### src/rtl/mul4_seq.sv
// mul4_seq: 4x4 unsigned sequential shift-add multiplier with fa4bit partial-product adder
module fa4bit (
  input  logic [3:0] x,
  input  logic [3:0] y,
  input  logic       cin,
  output logic [3:0] s,
  output logic       cout
);
  logic [4:0] c;
  assign c[0] = cin;
  assign cout = c[4];
  for (genvar i = 0; i < 4; i++) begin : g_fa
    assign s[i]   = x[i] ^ y[i] ^ c[i];
    assign c[i+1] = (x[i] & y[i]) | (c[i] & (x[i] ^ y[i]));
  end
endmodule

module mul4_seq (
  input  logic       clk,
  input  logic       rst_n,
  input  logic       start,
  input  logic [3:0] a,
  input  logic [3:0] b,
  output logic       busy,
  output logic       done,
  output logic [7:0] product
);
  typedef enum logic [1:0] {IDLE, CALC, DONE} state_t;
  state_t     state;
  logic [3:0] mcand;
  logic [8:0] acc;
  logic [1:0] cnt;
  logic [3:0] sum;
  logic       carry;
  // acc[8] is held at zero, so the adder carry-in is effectively 0
  fa4bit u_fa (
    .x   (acc[7:4]),
    .y   (mcand & {4{acc[0]}}),
    .cin (acc[8]),
    .s   (sum),
    .cout(carry)
  );
  // control FSM and datapath: accept in IDLE/DONE, four shift-add steps in CALC
  always_ff @(posedge clk or negedge rst_n) begin
    if (!rst_n) begin
      state   <= IDLE;
      mcand   <= '0;
      acc     <= '0;
      cnt     <= '0;
      busy    <= 1'b0;
      done    <= 1'b0;
      product <= '0;
    end else if (state == CALC) begin
      acc <= {1'b0, carry, sum, acc[3:1]};
      cnt <= cnt + 2'd1;
      if (cnt == 2'd3) begin
        state   <= DONE;
        busy    <= 1'b0;
        done    <= 1'b1;
        product <= {carry, sum, acc[3:1]};
      end
    end else if (start) begin
      state <= CALC;
      mcand <= a;
      acc   <= {5'b0, b};
      cnt   <= '0;
      busy  <= 1'b1;
      done  <= 1'b0;
    end else begin
      state <= IDLE;
      done  <= 1'b0;
    end
  end
endmodule

### config.mk
export PLATFORM = sky130hd
export DESIGN_NAME = mul4_seq
export DESIGN_NICKNAME = d
export VERILOG_FILES = /design/src/rtl/mul4_seq.sv
export SDC_FILE = /design/constraint.sdc
export NUM_CORES = 1
export LEC_CHECK = 0
export ABC_AREA = 1
export CORE_MARGIN = 2
export CORE_UTILIZATION = 50
export CTS_CLUSTER_SIZE = 24
export DETAILED_ROUTE_END_ITERATION = 10
export GPL_ROUTABILITY_DRIVEN = 0
export MAX_ROUTING_LAYER = met4
export PLACE_DENSITY = 0.86
export SYNTH_ARGS = -nofsm -noshare
export SYNTH_HDL_FRONTEND = slang
export SYNTH_SLANG_ARGS = --single-unit
### constraint.sdc
create_clock -name clk -period 4.2 [get_ports clk]
set_input_delay 0.42 -clock clk [delete_from_list [all_inputs] [get_ports clk]]
set_output_delay 0.42 -clock clk [all_outputs]
set_load 0.005 [all_outputs]
==> metrics.txt <==
Reg area 626 sq um; DIE AREA 2720 sq um; Post-Place Setup Slack 2.01 ns; Vias/cell 4.79; clock skew 0.000670 ns; Crit Path Category register to register; Total Routed Length 1960 um; Routed WL per cell 11.1 um; fmax 0.454 GHz; Inserted Diodes 0; Synth Area per Inst 9.04 sq um; r2r setup slk 2.00 ns; IO Port Bufs 20; sw frac 0.380; post-synth top area share 0.541; unrepaired setup endpoints after global routing false; Pre-antenna DRT Iters 4; Setup TNS Final 0 ns; Area growth syn-to-layout 19.0%; cell area after layout 1380 sq um; Mapped Cells 128; Critical Path RT 4.46 ns; Post-Syn Area 1160 sq um; All-Layer GR Usage 0.173; M2 GR Usage 0.283; peak supply drop 316 uV; origin of the critical flop-to-flop path acc[0]; final worst setup slack 2.00 ns; WHS Endpoint product[6]; Final min period 2.20 ns; Leak 0.724 nW; critical path arrival 2.46 ns; DR vias 843; Root Buffer clkbuf_4; die width 52.1 um; Int Pwr 0.000530 W; Slew Limit Fails 0; post-synth net total 144; HP Class register to register; worst-case clock buffer depth 2; first-pass GRT wire length 3370 um; clock group share of total power 0.120; GR Util met1 0.218; Yosys warnings 0; core area 2190 sq um; post-synth cell types 15; Psw 0.000325 W; PostCTS Resize Cnt 0; share of layout cells above drive strength 1 0.0676; Filler cells 182; Initial Util 0.528; worst-path fanout max 5; ANT nets after route 0; synth top area cells dfrtp_1 54%, nand2_1 18%, nand3_1 6.9%; combinational fraction of design power 0.417; antenna violations before repair 0; initial DRC count 17; Critical Path Start Type register; highest-count cells in the layout ignoring fill and taps 56 x nand2_1, 25 x dfrtp_1, 20 x clkdlybuf4s50_1, 16 x nand3_1, 11 x inv_1; flops & latches, synth 25; vias in the first global route 804; Rel. slew slack 0.282; final hold viol count 0; Maximum Capacitance Violations 0; R2R depth 10; Ports 21; post-route DRC violation count 0; sequential power share 0.463; area of the multi-input gates 442 sq um; worst hold start product[6]; hold path depth 2; die height 52.1 um; Worst Setup End Kind register; busiest grt layer met2; Worst-path clk slew 0.12 ns; cell area power density 621 nW/um^2; Hold-fix buffers, CTS 0; register area share after synthesis 0.541; grt ovf 0; worst-margin pin slew 1.07 ns; Clock Latency Late Sink 0.31 ns; H-tree depth 1; Setup Viol. Count Final 0; CTS buffer count 3; Area after DPL 1350 sq um; Tot Pwr 0.000855 W; r2r endpoint acc[6]; largest net degree at the start of global routing 26; Sink Count 25; Row Count 17; Final nets 165; routing usage on met3 0.0287; HPWL Detailed 1470 um; cell taking the most area after synthesis dfrtp_1; outcome complete, no violations; Final Cycle Share 0.525; most common cell after layout, fill and taps aside nand2_1; Setup Buffers After CTS 0; CTS tree built
-- Yosys cell counts --
master and number:
nand2_1 56, dfrtp_1 25, nand3_1 16, inv_1 11
buf_6 3, fa_1 3, ha_1 2, inv_2 2
nor2_1 2, nor2_4 2, o21ai_0 2, a21oi_2 1
buf_4 1, nand2_2 1, nand2_4 1
-- final cells by class --
type,instances,area share
Clock buffer,4,0.0191
Inverter,13,0.0354
Multi-Input combinational cell,86,0.321
Timing Repair Buffer,20,0.145
Sequential cell,25,0.454
Tap cell,28,0.0254
-- critical path, stage by stage, from the launching register on --
cell,delay (ns)
dfrtp_1,0.44
nand2_1,0.07
inv_1,0.04
ha_1,0.18
fa_1,0.39
fa_1,0.37
inv_1,0.07
fa_1,0.40
inv_1,0.07
nand2_1,0.05
nand2_1,0.07
-- how the worst max path moves through the flow --
stage	from	endpoint	slack [ns]	depth (start not counted)
floorplan	acc[0]	product[6]	2.13	10
global placement	acc[0]	product[6]	2.08	10
detailed placement	acc[0]	acc[6]	2.01	10
CTS	acc[0]	acc[6]	1.99	10
global route	acc[0]	acc[6]	1.85	10
finish	acc[0]	acc[6]	2.00	10
-- through the flow --
step	hold WS (ns)	instances	util
after detailed placement	0.466	172	0.617
after floorplan	0.124	128	-
after CTS	0.495	176	0.629
after global placement	0.454	172	0.617
after global routing	0.513	176	0.629
final	0.490	176	0.629
-- cell families (layout without fill, tap and decap cells) --
logic type	Yosys count	in the layout	share of synthesized area
adder cells (fa/ha/maj)	5	5	0.0735
AO/OA/AOI/OAI	3	3	0.0162
flip-flops	25	25	0.541
AND/OR/NAND/NOR	78	78	0.292
buffers and inverters	17	37	0.0778
-- layer usage --
layer	part of all wire	vias to the layer above
met5	0	-
met4	0.012	0
met3	0.044	2
met2	0.47	22
met1	0.47	384
li1	-	435
-- power by group through the flow --
stage / sequential, W / clock (W) / combinational (W)
detailed placement: 0.000400 / 0 / 0.000362
global route: 0.000407 / 0.000119 / 0.000409
CTS: 0.000395 / 0.000107 / 0.000362
finish: 0.000396 / 0.000102 / 0.000357
global placement: 0.000396 / 0 / 0.000347
floorplan: 0.000393 / 0 / 0.000260
-- state kept, by name, summed over array words and instances, names as in the netlist --
name and count:
state 2, cnt 2, mcand 4, acc 8, product 8, busy 1
(Power assumes the default switching activity.)
